**src/rtl/exception_vector_reader.sv**
```systemverilog
// Exception vector fetch helper for the multicycle controller.
// Latency: select at ADDR, capture after MEM_LAT read cycles, pc_wr/exc_done MEM_LAT+1 cycles after ADDR.
// Backpressure: none; requests are sampled only in IDLE and dropped while busy (no queueing).
//
// Ports:
//   i_clock          system clock, rising edge
//   i_reset_n        asynchronous active-low reset
//   i_exc_req        exception request from the control FSM (sampled only in IDLE)
//   i_exc_cause      01 overflow, 10 invalid opcode, 11 divide-by-zero, 00 none
//   i_mem_data_in    memory read data; only bits 7:0 are used
//   o_mux_mem_end    memory-address mux select: 000 PC, 010 @255, 011 @254, 100 @253
//   o_mem_wr         memory write enable, always 0
//   o_epc_wr         one-cycle strobe in the ADDR cycle: control latches EPC
//   o_pc_wr          one-cycle strobe in the DONE cycle: PC loads o_handler_pc
//   o_handler_pc     zero-extended handler byte, held until the next capture
//   o_busy           high from ADDR through DONE
//   o_exc_done       one-cycle completion pulse, coincident with o_pc_wr
module exception_vector_reader #(
  parameter int MEM_LAT = 2
) (
  input  logic        i_clock,
  input  logic        i_reset_n,
  input  logic        i_exc_req,
  input  logic [1:0]  i_exc_cause,
  input  logic [31:0] i_mem_data_in,
  output logic [2:0]  o_mux_mem_end,
  output logic        o_mem_wr,
  output logic        o_epc_wr,
  output logic        o_pc_wr,
  output logic [31:0] o_handler_pc,
  output logic        o_busy,
  output logic        o_exc_done
);

  localparam int CW = 4;

  typedef enum logic [2:0] {
    S_IDLE    = 3'd0,
    S_ADDR    = 3'd1,
    S_WAIT    = 3'd2,
    S_CAPTURE = 3'd3,
    S_DONE    = 3'd4
  } state_t;

  state_t          r_state;
  state_t          w_state_nxt;
  logic [CW-1:0]   r_cnt;
  logic [1:0]      r_cause;
  logic [1:0]      w_cause_nxt;
  logic            w_accept;
  logic [2:0]      r_sel;
  logic [2:0]      w_sel_nxt;
  logic            r_epc_wr;
  logic            w_epc_wr_nxt;
  logic            r_done;
  logic            w_done_nxt;
  logic            r_busy;
  logic            w_busy_nxt;
  logic [31:0]     r_handler_pc;
  logic            w_unused_hi;

  // Upper bytes of the read bus carry nothing for this block.
  assign w_unused_hi = ^i_mem_data_in[31:8];

  assign w_accept    = (r_state == S_IDLE) && i_exc_req && (i_exc_cause != 2'b00);
  // On the accepting edge the latch has not updated yet, so the select for
  // the ADDR cycle must come straight from the incoming cause.
  assign w_cause_nxt = w_accept ? i_exc_cause : r_cause;

  function automatic logic [2:0] vector_sel(input logic [1:0] cause);
    case (cause)
      2'b01:   vector_sel = 3'b010;  // overflow       -> byte 255
      2'b10:   vector_sel = 3'b011;  // invalid opcode -> byte 254
      2'b11:   vector_sel = 3'b100;  // divide by zero -> byte 253
      default: vector_sel = 3'b000;
    endcase
  endfunction

  // State register
  always_ff @(posedge i_clock or negedge i_reset_n) begin
    if (!i_reset_n) begin
      r_state <= S_IDLE;
    end else begin
      r_state <= w_state_nxt;
    end
  end

  // Next-state logic
  always_comb begin
    w_state_nxt = r_state;
    case (r_state)
      S_IDLE:    if (w_accept) w_state_nxt = S_ADDR;
      S_ADDR:    w_state_nxt = (MEM_LAT == 1) ? S_CAPTURE : S_WAIT;
      S_WAIT:    if (r_cnt == '0) w_state_nxt = S_CAPTURE;
      S_CAPTURE: w_state_nxt = S_DONE;
      S_DONE:    w_state_nxt = S_IDLE;
      default:   w_state_nxt = S_IDLE;
    endcase
  end

  // Output logic: decoded from the next state so every output is a flop
  // that switches together with the state it belongs to.
  always_comb begin
    w_sel_nxt    = 3'b000;
    w_epc_wr_nxt = 1'b0;
    w_done_nxt   = 1'b0;
    w_busy_nxt   = 1'b0;
    case (w_state_nxt)
      S_ADDR: begin
        w_sel_nxt    = vector_sel(w_cause_nxt);
        w_epc_wr_nxt = 1'b1;
        w_busy_nxt   = 1'b1;
      end
      S_WAIT, S_CAPTURE: begin
        w_sel_nxt  = vector_sel(w_cause_nxt);
        w_busy_nxt = 1'b1;
      end
      S_DONE: begin
        w_done_nxt = 1'b1;
        w_busy_nxt = 1'b1;
      end
      default: begin
        w_sel_nxt = 3'b000;
      end
    endcase
  end

  always_ff @(posedge i_clock or negedge i_reset_n) begin
    if (!i_reset_n) begin
      r_sel    <= 3'b000;
      r_epc_wr <= 1'b0;
      r_done   <= 1'b0;
      r_busy   <= 1'b0;
    end else begin
      r_sel    <= w_sel_nxt;
      r_epc_wr <= w_epc_wr_nxt;
      r_done   <= w_done_nxt;
      r_busy   <= w_busy_nxt;
    end
  end

  // Wait counter: loaded on accept so it reads MEM_LAT-1 during ADDR, then
  // counts down through ADDR and WAIT. WAIT exits when it reaches zero,
  // giving ADDR + (MEM_LAT-1) WAIT cycles before CAPTURE.
  always_ff @(posedge i_clock or negedge i_reset_n) begin
    if (!i_reset_n) begin
      r_cnt <= '0;
    end else if (w_accept) begin
      r_cnt <= CW'(MEM_LAT - 1);
    end else if ((r_state == S_ADDR || r_state == S_WAIT) && r_cnt != '0) begin
      r_cnt <= r_cnt - CW'(1);
    end
  end

  always_ff @(posedge i_clock or negedge i_reset_n) begin
    if (!i_reset_n) begin
      r_cause      <= 2'b00;
      r_handler_pc <= 32'd0;
    end else begin
      if (w_accept) begin
        r_cause <= i_exc_cause;
      end
      if (r_state == S_CAPTURE) begin
        r_handler_pc <= {24'd0, i_mem_data_in[7:0]};
      end
    end
  end

  assign o_mux_mem_end = r_sel;
  assign o_mem_wr      = 1'b0;
  assign o_epc_wr      = r_epc_wr;
  assign o_pc_wr       = r_done;
  assign o_exc_done    = r_done;
  assign o_busy        = r_busy;
  assign o_handler_pc  = r_handler_pc;

endmodule

```
**config.mk**
```make
export PLATFORM = sky130hd
export DESIGN_NAME = exception_vector_reader
export DESIGN_NICKNAME = d
export VERILOG_FILES = /design/src/rtl/exception_vector_reader.sv
export SDC_FILE = /design/constraint.sdc
export NUM_CORES = 1
export LEC_CHECK = 0
export BUFFER_PORTS_ARGS = -buffer_cell sky130_fd_sc_hd__buf_4
export CORE_MARGIN = 2
export CORE_UTILIZATION = 25
export DETAILED_ROUTE_END_ITERATION = 8
export GPL_TIMING_DRIVEN = 0
export SYNTH_ARGS = -nofsm -noshare
export SYNTH_HDL_FRONTEND = slang
export SYNTH_SLANG_ARGS = --single-unit
```
**constraint.sdc**
```tcl
create_clock -name i_clock -period 2.5 [get_ports i_clock]
set_clock_uncertainty 0.15 [all_clocks]
set_input_delay 0.625 -clock i_clock [delete_from_list [all_inputs] [get_ports i_clock]]
set_output_delay 0.625 -clock i_clock [all_outputs]
set_load 0.01 [all_outputs]
```
After elaboration in Yosys (flattened, before gate mapping) --
Index checks and enable logic that the tools add are counted.
Cells by class: $add $sub $neg 1, reduce and logical (&&, ||, !) cells 11, eq/ne operators 10, mux-type cells 11
Operators with widths (number):
- 3-bit by 2-bit == test with 1-bit output, second input constant | 4
- 3-bit case mux with 4 select lines | 1
- 3-bit 2-to-1 mux | 3
- 3-bit case mux with 3 select lines | 1
- 4-bit 2-to-1 mux | 2
- 3-bit by 1-bit == test with 1-bit output, second input constant | 2
- 2-bit == test, second input constant | 2
- 4-bit logical NOT | 1
- 2-bit nonzero test | 2
- 4-bit nonzero test | 1
- 4-bit OR reduction | 1
- 4-bit by 1-bit subtractor with 4-bit output, second input constant | 1
- 3-bit == test, second input constant | 1
- 1-bit logical AND | 3
- 3-bit logical NOT | 1
- 1-bit 2-to-1 mux | 3
- 3-bit OR reduction | 1
- 2-bit by 1-bit == test with 1-bit output, second input constant | 1
- 2-bit 2-to-1 mux | 1
- 1-bit logical OR | 1
Word-level totals: register bits after elaboration 23, word-level logic and storage cells 41, bits of input ports 37

Logic depth before layout (Yosys ltp) --
Gate-level depths: netlist of the first run.
word-level depth 8, mapped depth 7, gate-level depth less buffers 5

Worst setup path after synthesis of the first run --
Ideal clock, no wire load.
kind in2reg, start point in i_exc_cause[1], end point reg r_sel[1], in the netlist o_mux_mem_end[1], arrival 1.895 ns, required time 2.277 ns, buffers on the path 1, slack 0.383 ns, setup time 0.073 ns, stages 6, cells stage by stage o21ai_0 or2_1 buf_6 mux2_4 ha_1 nor2b_1
RTL lines:
- start: declaration | RTL line 24 | input logic [1:0] i_exc_cause,
- 2-bit nonzero test | RTL line 65 | assign w_accept = (r_state == S_IDLE) && i_exc_req && (i_exc_cause != 2'b00);
- 1-bit logical AND | RTL line 65
- 2-bit 2-to-1 mux (*)
- via w_cause_nxt[1] | RTL line 49 | logic [1:0] w_cause_nxt;
- 2-bit == test or 2-bit by 1-bit == test with 1-bit output (tied branches) | RTL line 71 | case (cause)
- 3-bit case mux with 3 select lines (*) | RTL line 71
- 3-bit 2-to-1 mux (*)
- via w_sel_nxt[1] | RTL line 52 | logic [2:0] w_sel_nxt;
- end signal: assignment | RTL line 135 | r_sel <= w_sel_nxt;
- end: declaration | RTL line 51 | logic [2:0] r_sel;
The timed path passes the listed nets; every way through them passes the cells marked *. A chain may end at the register's enable or synchronous reset.

Worst setup path in the final report of the first run --
Same ends and word-level chain as after synthesis.

==> impl_metrics.yaml, run 1 <==
run:
  maxCapViolCount: 0
detailed_routing:
  vias_per_cell: 3.60
  drt_pass1_iterations: 4
  wl_per_cell_microns: 9.16
  wl_mm: 1.91
  drc: 0
  drt_iter0_markers: 18
  num_vias: 753
  ant_nets: 0
logic_synthesis:
  synth_warnings: 0
  yosys_register_bits: 23
  synth_area_per_cell_sq_um: 11.9
  synth_area_leaders: "dfrtp_1, buf_4, mux2_2"
  synth.top_cell.area_share: 0.484
  netlist_area_sq_um: 1190
  ys_seq_area_frac: 0.484
  ys_types: 26
  synth_area_leader_cell: "dfrtp_1"
  syn-instance-count: 100
global_routing:
  grtUsageTotal: 0.0760
  grt_util_met1: 0.101
  gr-usage-met2: 0.107
  grt_antenna_before_repair: 0
  grt.busiest_layer: "met2"
  grt_max_degree: 24
  globalRouteOverflowTotal: 0
  use_met3: 0.0249
  grt_pass1_vias: 657
  grt_pass1_wl_mm: 3.02
clock_network:
  cts_tree: "done"
  clockBufferDepth: 2
  hold_buffers: 0
  cts_inserted_buffers: 3
  ctsResizeCount: 0
  clock_latency_ps: 260
  post-cts-setup-buffers: 0
  cts-root-buf: "clkbuf_8"
  cts.sinks: 23
  clkTransAtPathRegs_ps: 80
  htree_levels: 1
sta:
  worst_pin_slew_ps: 610
  rsz0062_at_grt: "false"
  period_share: 0.878
  hold_viol: 0
  setup_tns_ps: 0
  fmax_ghz: 0.456
  drv_slew: 0
  finalSetupViolCount: 0
  fin_crit_ps: 2190
  slew_headroom: 0.589
pwr:
  p_sw_mw: 0.564
  seqPwrFrac: 0.382
  clockPowerShare: 0.135
  netSwitchingFraction: 0.334
  max-vdd-ir-drop_mv: 0.397
  leakage_nw: 0.854
  p_int_mw: 1.13
  p_per_area_nw_per_um2: 1060
  power_frac_comb: 0.483
place:
  portBuffers: 27
  dp.cells: 205
  post_dp_cell_area_sq_um: 1550
  hpwl_mm: 1.50
  place.gp.congestion: 0.678
final_layout:
  syn2layout_area_growth_pct: 34.2
  layout.nets: 196
  drive_gt1_frac: 0.477
  finish.utilization: 0.343
  seq_area_sq_um: 576
  fin_area_sq_um: 1600
  fin_cells: 209
  final.fill_count: 480
  antenna_cells: 0
  multi_input_area_sq_um: 467
critical_path:
  cpPeakStageDelay_ps: 500
  cp_cell_sequence: "buf_4, o21ai_0, or2_1, buf_6, mux2_4, ha_1, nor2b_1"
  critPathRequiredTime_ps: 2550
  worstSetupEndpointType: "flip-flop"
  startpoint_type: "input pin"
  critPathMaxFanout: 6
  worstSetupPathType: "input pin to flip-flop"
  cp_top_family: "compound AO/OA/AOI/OAI gates"
  critPathBufInv: 2
  worstPathArrival_ps: 2250
  cp_slowest_cell: "o21ai_0"
die:
  die_y_microns: 73.0
  io_pins: 77
  die_w_microns: 73.0
  start_util: 0.255
  fp.dieArea_sq_um: 5330
  core_area_sq_um: 4660
  rows: 25
worst_hold_path:
  hold_path_class: "input pin to asynchronous set/reset pin"
outcome:
  run_status: "complete, no violations"
-- cell usage in the layout (no fill, tap or decap), types with 2 or more instances in the layout --
cell type and n:
buf_4 53, conb_1 25, dfrtp_1 23, mux2_2 9, o21ai_0 5, inv_1 4
mux2i_1 3, nor3b_1 3, a21oi_1 3, ha_1 3, clkbuf_8 3, buf_6 2
mux2_4 2, nor2_1 2, and2_1 2
-- registers in the layout (all words and copies together) (netlist names) --
signal,cells
o_exc_done,1
r_cause,2
o_epc_wr,1
o_mux_mem_end,3
o_handler_pc,8
o_busy,1
r_cnt,4
r_state,3
-- logic make-up after synthesis --
logic type | Yosys count | synth area share
and+or+nand+nor | 15 | 0.0915
DFF | 23 | 0.484
AOI/OAI and AO/OA | 10 | 0.0473
buffers and inverters | 33 | 0.200
muxes | 14 | 0.136
xor gates and xnor gates | 1 | 0.00736
other | 1 | 0.00315
adders and majority gates | 3 | 0.0315
-- stage by stage --
| stage | power, mW | setup slack [ps] | hold WS [ps] |
|---|---|---|---|
| final | 1.69 | 306 | 90.6 |
| after global routing | 1.85 | 154 | 99.5 |
| after CTS | 1.72 | 304 | 94.5 |
| after detailed placement | 1.48 | 15.1 | 339 |
| after global placement | 1.47 | -15.9 | 332 |
| after floorplan | 1.20 | 383 | 179 |
-- cell type report --
class | instances | area share
sequential | 23 | 0.361
clock inverter | 1 | 0.00313
buffer | 29 | 0.139
clock buffer | 3 | 0.0259
tap | 54 | 0.0423
multi-input combinational | 68 | 0.292
timing repair buffer | 27 | 0.127
inverter | 4 | 0.00940
-- final timing paths --
kind / from / end / slack, ps / depth (start not counted)
setup / recovery: i_exc_cause[1] / o_mux_mem_end[1]$_DFF_PN0_ / 310 / 7
hold reg to reg: r_cnt[3]$_DFFE_PN0P_ / r_cnt[3]$_DFFE_PN0P_ / 340 / 1
hold / removal: i_reset_n / r_cnt[0]$_DFFE_PN0P_ / 90 / 1
min in group i_clock: r_cnt[3]$_DFFE_PN0P_ / r_cnt[3]$_DFFE_PN0P_ / 340 / 1
max in group asynchronous: i_reset_n / o_handler_pc[3]$_DFFE_PN0P_ / 1870 / 1
setup reg to reg: r_state[0]$_DFF_PN0_ / o_mux_mem_end[1]$_DFF_PN0_ / 390 / 6
-- cells in the mapped netlist --
| cell | number |
|---|---|
| xnor2_1 | 1 |
| nor2_1 | 2 |
| nor3_1 | 1 |
| nand2b_1 | 1 |
| buf_4 | 26 |
| and4bb_2 | 1 |
| nor2b_1 | 1 |
| mux2_2 | 9 |
| a21o_1 | 1 |
| or4b_1 | 1 |
| conb_1 | 1 |
| or2_1 | 1 |
| buf_2 | 1 |
| and2_1 | 2 |
| inv_1 | 4 |
| mux2_4 | 2 |
| dfrtp_1 | 23 |
| o41ai_1 | 1 |
| mux2i_1 | 3 |
| a21oi_1 | 3 |
| or3b_2 | 1 |
| or3_4 | 1 |
| ha_1 | 3 |
| buf_6 | 2 |
| nor3b_1 | 3 |
| o21ai_0 | 5 |
-- power by group through the flow --
stage | Sequential [mW] | Clock (mW) | Combinational, mW
4_1_cts | 0.648 | 0.243 | 0.829
3_5_place_dp | 0.654 | 0 | 0.828
5_1_grt | 0.669 | 0.261 | 0.920
3_3_place_gp | 0.650 | 0 | 0.820
6_report | 0.646 | 0.228 | 0.817
2_1_floorplan | 0.691 | 0 | 0.508
-- routing by layer --
metal,wire length (microns),vias to the layer above
met5,0,-
met2,870,25
met3,119,2
li1,-,394
met4,34,0
met1,890,332
-- worst register-to-register path: cells and delay by family, from the launching register on --
family	cells	cell delay (ps)
adders and majority gates	1	270
buffers and inverters	1	130
DFF	1	450
muxes	1	310
and+or+nand+nor	3	740
No activity file was read; power rests on OpenSTA's default activity.
==> run 2: changes to the inputs <==
--- a/config.mk
+++ b/config.mk
@@ -5,11 +5,14 @@
 export SDC_FILE = /design/constraint.sdc
 export NUM_CORES = 1
 export LEC_CHECK = 0
+export ABC_AREA = 1
 export BUFFER_PORTS_ARGS = -buffer_cell sky130_fd_sc_hd__buf_4
 export CORE_MARGIN = 2
-export CORE_UTILIZATION = 25
+export CORE_UTILIZATION = 40
 export DETAILED_ROUTE_END_ITERATION = 8
 export GPL_TIMING_DRIVEN = 0
+export HOLD_SLACK_MARGIN = 0.05
+export PLACE_DENSITY = 0.76
 export SYNTH_ARGS = -nofsm -noshare
 export SYNTH_HDL_FRONTEND = slang
 export SYNTH_SLANG_ARGS = --single-unit
==> run 2 against run 1 <==
- combinational power rose by 0.7%
- synthesized cell count rose by 42%
- synthesized area rose by 1.6%
- core utilization rose by 22 points
- register-to-register slack improved by 480 ps
- design area fell by 1.0%
- first-iteration DRC count fell by 61%
- routed wire length rose by 9.3%
- final cell count rose by 9.6%
- critical path type is now flip-flop to output pin
==> impl_metrics.yaml, run 2 <==
outcome:
  run_status: "complete, no violations"
logic_synthesis:
  yosysMostFrequentCell: "nand2_1"
  synth.top_cell.area_share: 0.476
  ys_types: 19
  synth_warnings: 0
  netlist_area_sq_um: 1210
  yosys_register_bits: 23
  synth_area_leaders: "dfrtp_1, buf_4, nand2_1"
  ys_seq_area_frac: 0.476
  syn-instance-count: 142
  async_flop_share: 1.00
  synth_area_leader_cell: "dfrtp_1"
  synthFlopType: "dfrtp_1"
  synthTopCellsByCount: "nand2_1, buf_4, dfrtp_1, inv_1, nand3_1"
  synth_area_per_cell_sq_um: 8.51
  synth-edff-count: 0
place:
  dp.cells: 224
  pre_cts_slack_ps: 576
  portBuffers: 27
  hpwl_mm: 1.62
  place.gp.congestion: 0.747
clock_network:
  clockBufferDepth: 2
  cts_inserted_buffers: 3
  clock_latency_ps: 320
  clkTransAtPathRegs_ps: 130
  cts-root-buf: "clkbuf_4"
  ctsResizeCount: 0
  cts_tree: "done"
  hold_buffers: 1
  htree_levels: 1
  post-cts-setup-buffers: 0
  cts.sinks: 23
detailed_routing:
  ant_nets: 0
  wl_mm: 2.09
  drt_iter0_markers: 7
  drt_pass1_iterations: 3
  wl_per_cell_microns: 9.14
  num_vias: 927
  vias_per_cell: 4.05
  drc: 0
global_routing:
  grt_pass1_vias: 794
  grt_antenna_before_repair: 0
  globalRouteOverflowTotal: 0
  grt_pass1_wl_mm: 3.47
  grt_max_degree: 24
  grtUsageTotal: 0.133
final_layout:
  drive_gt1_frac: 0.359
  finish.utilization: 0.563
  fin_cells: 229
  antenna_cells: 0
  final_cell_mix: "buf_4, nand2_1, conb_1"
  largest_register_ffs: 8
  final_common_cell: "buf_4"
  layout.nets: 239
  syn2layout_area_growth_pct: 30.7
  final.fill_count: 275
sta:
  period_share: 0.697
  finalSetupViolCount: 0
  fmax_ghz: 0.574
  fin_crit_ps: 1740
  setup_tns_ps: 0
  timing.final.ws_setup_ps: 757
  rsz0062_at_grt: "false"
  hold_viol: 0
  drv_slew: 0
pwr:
  leakage_nw: 0.968
  p_per_area_nw_per_um2: 1030
  max-vdd-ir-drop_mv: 0.546
critical_path:
  worstSetupEndpointType: "output pin"
  worstPathArrival_ps: 970
  critPathRequiredTime_ps: 1730
  critPathMaxFanout: 2
  worstSetupPathType: "flip-flop to output pin"
  startpoint_type: "flip-flop"
die:
  die_w_microns: 59.0
  start_util: 0.431
  core_area_sq_um: 2810
  fp.dieArea_sq_um: 3480
  die_y_microns: 59.0
  rows: 19
  io_pins: 77
run:
  maxCapViolCount: 0
worst_hold_path:
  hold_path_class: "input pin to flip-flop"
[run 2: cell types whose count changed after synthesis, sizes merged, moves of 2 or more]
| cell | change |
|---|---|
| and2 | -2 |
| nand3 | +10 |
| nand2 | +47 |
| inv | +12 |
| mux2 | -11 |
| a21oi | -3 |
| nor2 | +8 |
| o21ai | -3 |
| mux2i | -3 |
| nor3b | -3 |
[run 2: cell families after synthesis]
| logic type | count (synthesis) | synth area share |
|---|---|---|
| flip-flops | 23 | 0.476 |
| AO/OA/AOI/OAI | 2 | 0.0114 |
| other | 1 | 0.00310 |
| buffers and inverters | 45 | 0.228 |
| AND/OR/NAND/NOR | 67 | 0.243 |
| XOR/XNOR | 1 | 0.00725 |
| adder cells (fa/ha/maj) | 3 | 0.0311 |
[run 2: final timing paths]
| kind | startpoint | to | slack (ps) | cells after the start |
|---|---|---|---|---|
| worst max-delay path | o_exc_done$_DFF_PN0_ | o_pc_wr | 760 | 2 |
| worst min-delay path | i_mem_data_in[5] | o_handler_pc[5]$_DFFE_PN0P_ | 330 | 3 |
| worst max register to register | r_state[1]$_DFF_PN0_ | o_mux_mem_end[1]$_DFF_PN0_ | 870 | 10 |
| worst min register to register | o_handler_pc[7]$_DFFE_PN0P_ | o_handler_pc[7]$_DFFE_PN0P_ | 340 | 2 |
| max in group asynchronous | i_reset_n | o_handler_pc[7]$_DFFE_PN0P_ | 1400 | 2 |
| min in group asynchronous | i_reset_n | r_cause[0]$_DFF_PN0_ | 570 | 2 |
[run 2: area by class of cell]
type	instances	area, sq um	share of cell area
plain buffers	28	211	0.134
clock buffers	3	22.5	0.0143
clock inverters	1	7.51	0.00475
inverters	17	63.8	0.0404
multi-input cells	98	448	0.283
flip-flops and latches	23	576	0.364
well taps	31	38.8	0.0245
repair buffers	28	213	0.135
[run 2: routing by layer]
layer / share of wire / global-route usage / vias up
met4: 0.016 / 0.0487 / 0
met2: 0.50 / 0.216 / 25
met3: 0.069 / 0.0459 / 5
li1: - / - / 484
met1: 0.42 / 0.165 / 413
met5: 0 / 0 / -
[run 2: worst max-delay path, stage by stage (launching register included)]
cell     delay (ps)
dfrtp_1         400
buf_4           130
buf_4           130
[run 2: per-stage QoR]
step / area [sq um] / hold WS, ps / total power, mW
after floorplan: 1300 / 179 / 1.19
after global placement: 1540 / 313 / 1.44
after detailed placement: 1540 / 317 / 1.47
after CTS: 1580 / 320 / 1.66
after global routing: 1580 / 322 / 1.81
final: 1580 / 328 / 1.64
[run 2: where the power goes]
part	internal, mW	total [mW]	leakage (nW)	switching, mW
sequential	0.537	0.632	0.288	0.0944
combinational	0.368	0.823	0.667	0.456
clock	0.0613	0.180	0.0139	0.119
